===== config.mk =====
export PLATFORM = sky130hd
export DESIGN_NAME = uart_tx
export DESIGN_NICKNAME = d
export VERILOG_FILES = /design/src/rtl/uart_tx_pkg.sv /design/src/rtl/uart_baud_gen.sv /design/src/rtl/uart_tx.sv
export SDC_FILE = /design/constraint.sdc
export NUM_CORES = 1
export LEC_CHECK = 0
export BUFFER_PORTS_ARGS = -buffer_cell sky130_fd_sc_hd__buf_2
export CAP_MARGIN = 20
export CORE_AREA = 2 2 53 65
export DETAILED_ROUTE_END_ITERATION = 8
export DIE_AREA = 0 0 55 67
export PLACE_DENSITY = 0.81
export SLEW_MARGIN = 20
export SYNTH_ARGS = -nofsm -noshare
export SYNTH_HDL_FRONTEND = slang
export SYNTH_SLANG_ARGS = --single-unit

===== constraint.sdc =====
create_clock -name clk -period 2.6 [get_ports clk]
set_input_delay 0.39 -clock clk [delete_from_list [all_inputs] [get_ports clk]]
set_output_delay 0.39 -clock clk [all_outputs]
set_load 0.02 [all_outputs]

===== src/rtl/uart_tx_pkg.sv =====
// Shared UART definitions: FSM state encoding, word width and parity helpers.
// Imported by the transmitter, its baud generator and the receive side.
package uart_tx_pkg;

    typedef enum logic [2:0] {
        S_IDLE,
        S_START,
        S_DATA,
        S_PARITY,
        S_STOP
    } state_t;

    localparam int unsigned DATA_BITS            = 8;
    localparam int unsigned DEFAULT_CLKS_PER_BIT = 10417;
    localparam logic        PARITY_SENSE_EVEN    = 1'b0;
    localparam logic        PARITY_SENSE_ODD     = 1'b1;

    function automatic logic parity_of(input logic [DATA_BITS-1:0] data, input logic odd);
        return (^data) ^ odd;
    endfunction

endpackage


===== src/rtl/uart_baud_gen.sv =====
// Bit-period counter: counts 0..CLKS_PER_BIT-1, wraps, and flags the last cycle.
// clr holds the count at 0 so the first bit after clr is a full period.
module uart_baud_gen
    import uart_tx_pkg::*;
#(
    parameter int unsigned CLKS_PER_BIT = DEFAULT_CLKS_PER_BIT
) (
    input  logic clk,
    input  logic rst,
    input  logic clr,
    output logic tick
);

    localparam int unsigned CW = (CLKS_PER_BIT > 1) ? $clog2(CLKS_PER_BIT) : 1;
    localparam logic [CW-1:0] LAST = CW'(CLKS_PER_BIT - 1);

    logic [CW-1:0] count;

    always_ff @(posedge clk) begin
        if (rst || clr) begin
            count <= '0;
        end else if (count == LAST) begin
            count <= '0;
        end else begin
            count <= count + 1'b1;
        end
    end

    assign tick = (count == LAST);

endmodule


===== src/rtl/uart_tx.sv =====
// UART transmitter with a one-word holding buffer; frame format set by
// PARITY_EN / PARITY_ODD / STOP_BITS.
module uart_tx
    import uart_tx_pkg::*;
#(
    parameter int unsigned CLKS_PER_BIT = DEFAULT_CLKS_PER_BIT,
    parameter int unsigned PARITY_EN    = 0,
    parameter int unsigned PARITY_ODD   = 0,
    parameter int unsigned STOP_BITS    = 1
) (
    input  logic       clk,
    input  logic       rst,
    input  logic [7:0] tx_data,
    input  logic       tx_start,
    output logic       tx_ready,
    output logic       tx_busy,
    output logic       tx_done,
    output logic       tx
);

    localparam logic [2:0] LAST_STOP = 3'(STOP_BITS - 1);
    localparam logic       ODD       = (PARITY_ODD != 0);

    state_t     state;
    logic       hold_valid;
    logic [7:0] hold_data;
    logic [7:0] shift;
    logic [2:0] bit_idx;
    logic       parity_bit;
    logic       tick;

    // Counter is held at 0 while idle; every other state change happens on its wrap.
    uart_baud_gen #(.CLKS_PER_BIT(CLKS_PER_BIT)) u_baud (
        .clk  (clk),
        .rst  (rst),
        .clr  (state == S_IDLE),
        .tick (tick)
    );

    assign tx_ready = ~hold_valid;
    assign tx_done  = (state == S_STOP) && tick && (bit_idx == LAST_STOP);

    always_ff @(posedge clk) begin
        if (rst) begin
            state      <= S_IDLE;
            hold_valid <= 1'b0;
            hold_data  <= '0;
            shift      <= '0;
            bit_idx    <= '0;
            parity_bit <= 1'b0;
            tx         <= 1'b1;
            tx_busy    <= 1'b0;
        end else begin
            if (tx_start && !hold_valid) begin
                hold_valid <= 1'b1;
                hold_data  <= tx_data;
            end
            case (state)
                S_IDLE: begin
                    if (hold_valid) begin
                        state      <= S_START;
                        shift      <= hold_data;
                        parity_bit <= parity_of(hold_data, ODD);
                        hold_valid <= 1'b0;
                        tx         <= 1'b0;
                        tx_busy    <= 1'b1;
                    end
                end
                S_START: begin
                    if (tick) begin
                        state   <= S_DATA;
                        bit_idx <= '0;
                        tx      <= shift[0];
                    end
                end
                S_DATA: begin
                    if (tick) begin
                        if (bit_idx == 3'd7) begin
                            bit_idx <= '0;
                            if (PARITY_EN != 0) begin
                                state <= S_PARITY;
                                tx    <= parity_bit;
                            end else begin
                                state <= S_STOP;
                                tx    <= 1'b1;
                            end
                        end else begin
                            bit_idx <= bit_idx + 3'd1;
                            shift   <= {1'b0, shift[7:1]};
                            tx      <= shift[1];
                        end
                    end
                end
                S_PARITY: begin
                    if (tick) begin
                        state <= S_STOP;
                        tx    <= 1'b1;
                    end
                end
                S_STOP: begin
                    if (tick) begin
                        if (bit_idx == LAST_STOP) begin
                            bit_idx <= '0;
                            // A queued word starts immediately, with no idle cycle.
                            if (hold_valid) begin
                                state      <= S_START;
                                shift      <= hold_data;
                                parity_bit <= parity_of(hold_data, ODD);
                                hold_valid <= 1'b0;
                                tx         <= 1'b0;
                            end else begin
                                state   <= S_IDLE;
                                tx      <= 1'b1;
                                tx_busy <= 1'b0;
                            end
                        end else begin
                            bit_idx <= bit_idx + 3'd1;
                        end
                    end
                end
                default: state <= S_IDLE;
            endcase
        end
    end

endmodule

==> flow_summary_export.csv, run 1 <==
group,metric,value,unit
outcome,status,"complete, no violations",
worst_setup_path,rr_endpoint,"shift[3]$_SDFFE_PP0P_",
sta,fin_crit_sh,0.8913,
cts,cts_sinks,39,
sta,hold_viol,0,
floorplanning,fp.dieW,55,um
detailed_routing,drtAntennaViolNets,0,
cts,worstSkewPairLatency,0.36,ns
power_and_ir_drop,p_comb_frac,0.082,
run,maxCapViolations,0,
worst_setup_path,crit_slowest_cell,"and4b_4",
synth,synth.distinct_cells,41,
final_layout,final_util,0.6558,
sta,maxSlewViolCount,0,
sta,hold_ws,0.2515,ns
sta,finalSetupViolCount,0,
cts,htree_levels,2,
worst_setup_path,cp-start-kind,"register",
cts,postCtsHoldBufs,0,
synth,synthFlopType,"dfxtp_1",
global_routing,grt_pass1_wl,5.823,mm
worst_setup_path,reg2reg_slack,0.52,ns
synth,synth_warnings,0,
synth,async_flop_share,0,
synth,synth_cells,221,
power_and_ir_drop,p_int,0.0008075,W
global_routing,grt_usage,0.2265,
detailed_routing,drtIter0Drc,23,
worst_setup_path,path_buf_inv,2,
detailed_routing,drtPass1Iterations,4,
synth,syn_area_per_cell,8.475,um^2
floorplanning,die_y,67,um
worst_setup_path,crit_start,"u_baud.count[0]$_SDFF_PP0_",
power_and_ir_drop,p_clk_frac,0.331,
global_routing,antenna_found_initial,0,
final_layout,drive_gt1_frac,0.1169,
worst_setup_path,crit_cells,7,
synth,ys_seq_area_frac,0.4168,
cts,post-cts-setup-buffers,0,
power_and_ir_drop,max-vdd-ir-drop,0.4626,mV
global_routing,first_global_vias,1390,
worst_setup_path,max_stage_delay,0.38,ns
cts,cts_resized,0,
worst_setup_path,crit_required,2.21,ns
worst_setup_path,worstPathMaxFanout,14,
placed_design,dpl_cell_area,0.001917,mm^2
floorplanning,die_area,0.003685,mm^2
power_and_ir_drop,cellPowerDensity,541.2,mW/mm^2
worst_setup_path,crit_arrival,1.93,ns
sta,maxSlewHeadroom,0.5730,
synth,syn_nets,237,
power_and_ir_drop,leakage,0.6884,nW
detailed_routing,via_per_inst,5.566,
sta,period_needed,2.317,ns
cts,clk_path_buf_depth,2,
sta,fmax,431.5,MHz
final_layout,fin_nets,246,
detailed_routing,drc,0,
worst_setup_path,endpoint_kind,"output pin",
global_routing,overflow,0,
synth,synth_area_leaders,"dfxtp_1 42%, a21oi_1 5.6%, nor2_1 5.6%, nand2_1 5.2%, mux2i_1 4.8%",
final_layout,final_common_cell,"dfxtp_1",
cts,cts_tree,"built",
power_and_ir_drop,seqPwrFrac,0.587,
floorplanning,start_util,0.6186,
synth,synth_top_area_frac,0.4168,
power_and_ir_drop,switching_share,0.2486,
placed_design,hpwl,2.389,mm
floorplanning,io_pins,15,
synth,synth-edff-count,0,
synth,ys_seq_elements,39,
detailed_routing,dr_total_vias,1486,
sta,rsz0062_at_grt,"no",
worst_setup_path,r2r-start,"state[1]$_SDFFE_PP0P_",
worst_setup_path,path_class,"register to output pin",
global_routing,grt_max_degree,28,
detailed_routing,routedWlPerCell,13.12,um
hold_path,holdCritPathClass,"primary input to register",
floorplanning,rows,22,
worst_setup_path,critical_path.top_delay_family,"simple AND/OR/NAND/NOR gates",
sta,finClkSkew,0.008136,ns
placed_design,routabilityCongestion,0.8168,
final_layout,area_delta_synth_final,6.012,%
worst_setup_path,reg2regPathDepth,5,
floorplanning,core-area,0.003028,mm^2
cts,clk_pin_slew,0.11,ns
synth,synth_area,0.001873,mm^2
sta,finalSetupTns,0,ns
cts,cts-root-buf,"clkbuf_4",
placed_design,io_buffer_count,14,
final_layout,most-common-layout-cells,"39 x dfxtp_1, 28 x nor2_1, 26 x nand2_1",
sta,worst-slew-pin-transition,0.6393,ns
worst_setup_path,cp-endpoint,"tx_done",
synth,yosysTopAreaCell,"dfxtp_1",
detailed_routing,drt-total-wl,3.502,mm
power_and_ir_drop,p_switching,0.0002671,W
final_layout,num_antenna_cells,0,
final_layout,fin_area,0.001986,mm^2
worst_setup_path,path_cells,"inv_1 > ha_1 > and4bb_1 > and4b_4 > nand2_1 > nor2_1 > buf_2",
cts,cts_buffers,5,
[cell families after synthesis]
kind of cell,Yosys count,share of synthesized area
flip-flops,39,0.4168
AND/OR/NAND/NOR,87,0.2311
adder cells (fa/ha/maj),5,0.03340
buffers and inverters,22,0.05811
AO/OA/AOI/OAI,46,0.1517
XOR/XNOR,13,0.06079
multiplexers,9,0.04810
[worst min-delay path: stages]
cell and delay [ns]:
buf_2 0.09, nand2_1 0.04, a21oi_1 0.05
[per-stage QoR]
stage	total power, W	std cells	setup slack, ns
final	0.001075	267	0.2825
after detailed placement	0.0007322	259	0.5877
after floorplan	0.0007083	221	0.6697
after global placement	0.0007296	259	0.6282
after CTS	0.001084	267	0.2771
after global routing	0.001124	267	0.1567
[cells in the mapped netlist, types with 2 or more instances]
| library cell | n |
|---|---|
| a32oi_1 | 2 |
| buf_6 | 2 |
| and4bb_1 | 2 |
| nand2_1 | 26 |
| xnor2_1 | 5 |
| dfxtp_1 | 39 |
| buf_2 | 3 |
| nand3_1 | 6 |
| nor2_1 | 28 |
| xor2_1 | 8 |
| nor3_1 | 6 |
| ha_1 | 5 |
| and2_1 | 2 |
| buf_4 | 2 |
| or3_1 | 7 |
| inv_1 | 10 |
| a21oi_1 | 21 |
| nand4_1 | 2 |
| o21ai_0 | 12 |
| clkbuf_1 | 3 |
| buf_1 | 2 |
| mux2i_1 | 9 |
[routing by layer]
metal  vias to the layer above  GRT usage  part of all wire
li1                        770          -                 -
met1                       682     0.2486              0.46
met2                        28     0.3661              0.48
met3                         6    0.07623             0.029
met4                         0     0.1341             0.027
met5                         -          0                 0
[power groups by stage]
stage / Combinational [W] / Sequential (W) / Clock, W
detailed placement: 0.0000876 / 0.000645 / 0
floorplan: 0.0000665 / 0.000642 / 0
finish: 0.0000878 / 0.000631 / 0.000356
global route: 0.0000990 / 0.000634 / 0.000391
CTS: 0.0000879 / 0.000631 / 0.000365
global placement: 0.0000858 / 0.000644 / 0
[worst min-delay path by stage]
stage                                 to  cells past startpoint                       from  slack [ns]
5_1_grt        hold_data[1]$_SDFFE_PP0P_                      3                 tx_data[1]        0.25
3_5_place_dp   hold_data[7]$_SDFFE_PP0P_                      2  hold_data[7]$_SDFFE_PP0P_        0.45
2_1_floorplan  hold_data[0]$_SDFFE_PP0P_                      2  hold_data[0]$_SDFFE_PP0P_        0.44
3_3_place_gp   hold_data[7]$_SDFFE_PP0P_                      2  hold_data[7]$_SDFFE_PP0P_        0.44
4_1_cts        hold_data[0]$_SDFFE_PP0P_                      3                 tx_data[0]        0.24
6_report       hold_data[0]$_SDFFE_PP0P_                      3                 tx_data[0]        0.25
[registers in the layout, indices dropped and copies added (netlist names)]
| register | flops |
|---|---|
| bit_idx | 3 |
| hold_data | 8 |
| state | 3 |
| tx | 1 |
| shift | 8 |
| u_baud.count | 14 |
| hold_valid | 1 |
| tx_busy | 1 |
[final cells by class]
class	count	area [um^2]
tap	36	45.04
timing repair buffer	14	70.07
sequential	39	780.7
clock buffer	8	68.82
fill	269	1042
multi-input combinational	160	983.4
inverter	10	37.54
Note: power is estimated with default switching activity, not from simulation.
==> run 2, diff against run 1 <==
--- a/config.mk
+++ b/config.mk
@@ -7,10 +7,10 @@
 export LEC_CHECK = 0
 export BUFFER_PORTS_ARGS = -buffer_cell sky130_fd_sc_hd__buf_2
 export CAP_MARGIN = 20
-export CORE_AREA = 2 2 53 65
+export CORE_AREA = 2 2 55 68
 export DETAILED_ROUTE_END_ITERATION = 8
-export DIE_AREA = 0 0 55 67
-export PLACE_DENSITY = 0.81
+export DIE_AREA = 0 0 57 70
+export PLACE_DENSITY = 0.85
 export SLEW_MARGIN = 20
 export SYNTH_ARGS = -nofsm -noshare
 export SYNTH_HDL_FRONTEND = slang
==> constraint.sdc (replaced) <==
create_clock -name clk -period 2.4 [get_ports clk]
set_input_delay 0.36 -clock clk [delete_from_list [all_inputs] [get_ports clk]]
set_output_delay 0.36 -clock clk [all_outputs]
set_load 0.02 [all_outputs]
==> run 2 against run 1 <==
Against the previous run:
- clock-buffer cell count down 2
- final cell count is 1.5% higher
- critical path depth unchanged
- non-clock buffer count increased by 1
- critical endpoint unchanged
- largest power group unchanged
==> flow_summary_export.csv, run 2 (synthesis results as in run 1) <==
group,metric,value,unit
sta,maxSlewViolCount,0,
hold_path,hold_path_depth,3,
worst_setup_path,crit_required,2.04,ns
cts,htree_levels,2,
worst_setup_path,rr_endpoint,"bit_idx[2]$_SDFFE_PP0P_",
global_routing,grt_usage,0.1957,
final_layout,final_common_cell,"dfxtp_1",
worst_setup_path,crit_slowest_cell,"and4b_4",
sta,period_needed,2.203,ns
final_layout,regMostFlops,"u_baud.count",
placed_design,io_buffer_count,14,
worst_setup_path,path_cells,"inv_1 > ha_1 > and4bb_1 > and4b_4 > nand2_1 > nor2_1 > buf_2",
cts,post-cts-setup-buffers,0,
detailed_routing,via_per_inst,5.579,
power_and_ir_drop,power,0.001345,W
worst_setup_path,reg2regPathDepth,7,
floorplanning,fp.dieW,57,um
worst_setup_path,max_stage_delay,0.36,ns
final_layout,post_layout_nonfiller_instances,271,
worst_setup_path,endpoint_kind,"output pin",
detailed_routing,drc,0,
global_routing,antenna_found_initial,0,
global_routing,grt_max_degree,28,
sta,maxSlewHeadroom,0.5956,
floorplanning,start_util,0.5471,
sta,finClkSkew,0.005628,ns
sta,rsz0062_at_grt,"no",
outcome,status,"complete, no violations",
worst_setup_path,critical_path.top_delay_family,"simple AND/OR/NAND/NOR gates",
power_and_ir_drop,max-vdd-ir-drop,0.5111,mV
power_and_ir_drop,leakage,0.7165,nW
final_layout,fin_nets,247,
floorplanning,io_pins,15,
hold_path,hold_end,"hold_data[0]$_SDFFE_PP0P_",
sta,fin_crit_sh,0.9180,
placed_design,hpwl,2.363,mm
sta,fin_ws,0.1967,ns
worst_setup_path,worstPathMaxFanout,14,
placed_design,pre_cts_slack,0.5305,ns
cts,cts_sinks,39,
floorplanning,die_area,0.003990,mm^2
final_layout,reg_top3,"u_baud.count: 14 flops, hold_data: 8 flops, shift: 8 flops",
worst_setup_path,r2r-start,"u_baud.count[0]$_SDFF_PP0_",
sta,finalSetupViolCount,0,
global_routing,grt_pass1_wl,6.120,mm
worst_setup_path,crit_arrival,1.84,ns
floorplanning,die_y,70,um
final_layout,most-common-layout-cells,"39 x dfxtp_1, 28 x nor2_1, 26 x nand2_1",
cts,cts-root-buf,"clkbuf_8",
cts,worstSkewPairLatency,0.30,ns
detailed_routing,drtAntennaViolNets,0,
global_routing,overflow,0,
hold_path,holdCritPathClass,"primary input to register",
final_layout,largest_reg_flops,14,
worst_setup_path,path_buf_inv,2,
cts,postCtsHoldBufs,0,
detailed_routing,drtIter0Drc,61,
placed_design,placedCellCount,263,
final_layout,num_antenna_cells,0,
hold_path,hp-start,"tx_data[0]",
floorplanning,rows,24,
final_layout,area_delta_synth_final,9.218,%
worst_setup_path,reg2reg_slack,0.46,ns
global_routing,first_global_vias,1446,
sta,fmax,453.9,MHz
sta,hold_viol,0,
placed_design,routabilityCongestion,0.8531,
cts,cts_resized,0,
detailed_routing,routedWlPerCell,13.03,um
worst_setup_path,cp-start-kind,"register",
floorplanning,core-area,0.003423,mm^2
cts,cts_buffers,5,
detailed_routing,drtPass1Iterations,4,
cts,clk_pin_slew,0.08,ns
worst_setup_path,path_class,"register to output pin",
run,maxCapViolations,0,
detailed_routing,dr_total_vias,1512,
cts,clk_path_buf_depth,2,
detailed_routing,drt-total-wl,3.530,mm
cts,cts_tree,"built",
final_layout,drive_gt1_frac,0.1250,
sta,finalSetupTns,0,ns
power_and_ir_drop,cellPowerDensity,657.5,mW/mm^2
sta,worst-slew-pin-transition,0.6054,ns
-- run 2: changes by cell type in the layout (fill, tap and decap cells not counted), sizes merged --
cell,delta
clkbuf,-2
buf,+1
bufinv,+1
clkinv,+1
-- run 2: worst min-delay path, cell delays in order --
cell and delay [ns]:
buf_2 0.09, nand2_1 0.04, a21oi_1 0.05
-- run 2: per-stage QoR --
stage | hold slack [ns] | utilization | instance area, um^2
6_report | 0.2924 | 0.5976 | 2046
5_1_grt | 0.2899 | 0.5976 | 2046
4_1_cts | 0.2846 | 0.5976 | 2046
3_5_place_dp | 0.4478 | 0.5632 | 1928
3_3_place_gp | 0.4439 | 0.5632 | 1928
2_1_floorplan | 0.4357 | - | 1873
-- run 2: worst max-delay path by stage --
stage | slack, ns | from | to | cells past startpoint
CTS | 0.18 | u_baud.count[0]$_SDFF_PP0_ | tx_done | 7
detailed placement | 0.53 | u_baud.count[0]$_SDFF_PP0_ | bit_idx[2]$_SDFFE_PP0P_ | 7
finish | 0.20 | u_baud.count[0]$_SDFF_PP0_ | tx_done | 7
global placement | 0.58 | u_baud.count[0]$_SDFF_PP0_ | bit_idx[2]$_SDFFE_PP0P_ | 7
global route | 0.07 | u_baud.count[0]$_SDFF_PP0_ | tx_done | 7
floorplan | 0.50 | u_baud.count[0]$_SDFF_PP0_ | tx_done | 7
-- run 2: final cells by class --
| type | count | area, um^2 |
|---|---|---|
| fill | 312 | 1378 |
| multi-input combinational | 160 | 983.4 |
| sequential | 39 | 780.7 |
| clock buffer | 6 | 82.58 |
| timing repair buffer | 15 | 77.57 |
| tap | 39 | 48.80 |
| inverter | 10 | 37.54 |
| clock inverter | 2 | 35.03 |
-- run 2: per-layer routing --
| layer | global-route usage | vias up | wire (um) | part of all wire |
|---|---|---|---|---|
| li1 | - | 779 | - | - |
| met1 | 0.2218 | 697 | 1574 | 0.45 |
| met2 | 0.3257 | 29 | 1755 | 0.50 |
| met3 | 0.06481 | 7 | 130 | 0.037 |
| met4 | 0.09302 | 0 | 69 | 0.020 |
| met5 | 0 | - | 0 | 0 |
-- run 2: power by group --
| part | switching, W | internal (W) | total (W) |
|---|---|---|---|
| Sequential | 0.0000161 | 0.000667 | 0.000683 |
| Combinational | 0.0000590 | 0.0000358 | 0.0000949 |
| Clock | 0.000231 | 0.000336 | 0.000568 |
| Total | 0.000306 | 0.00104 | 0.00135 |
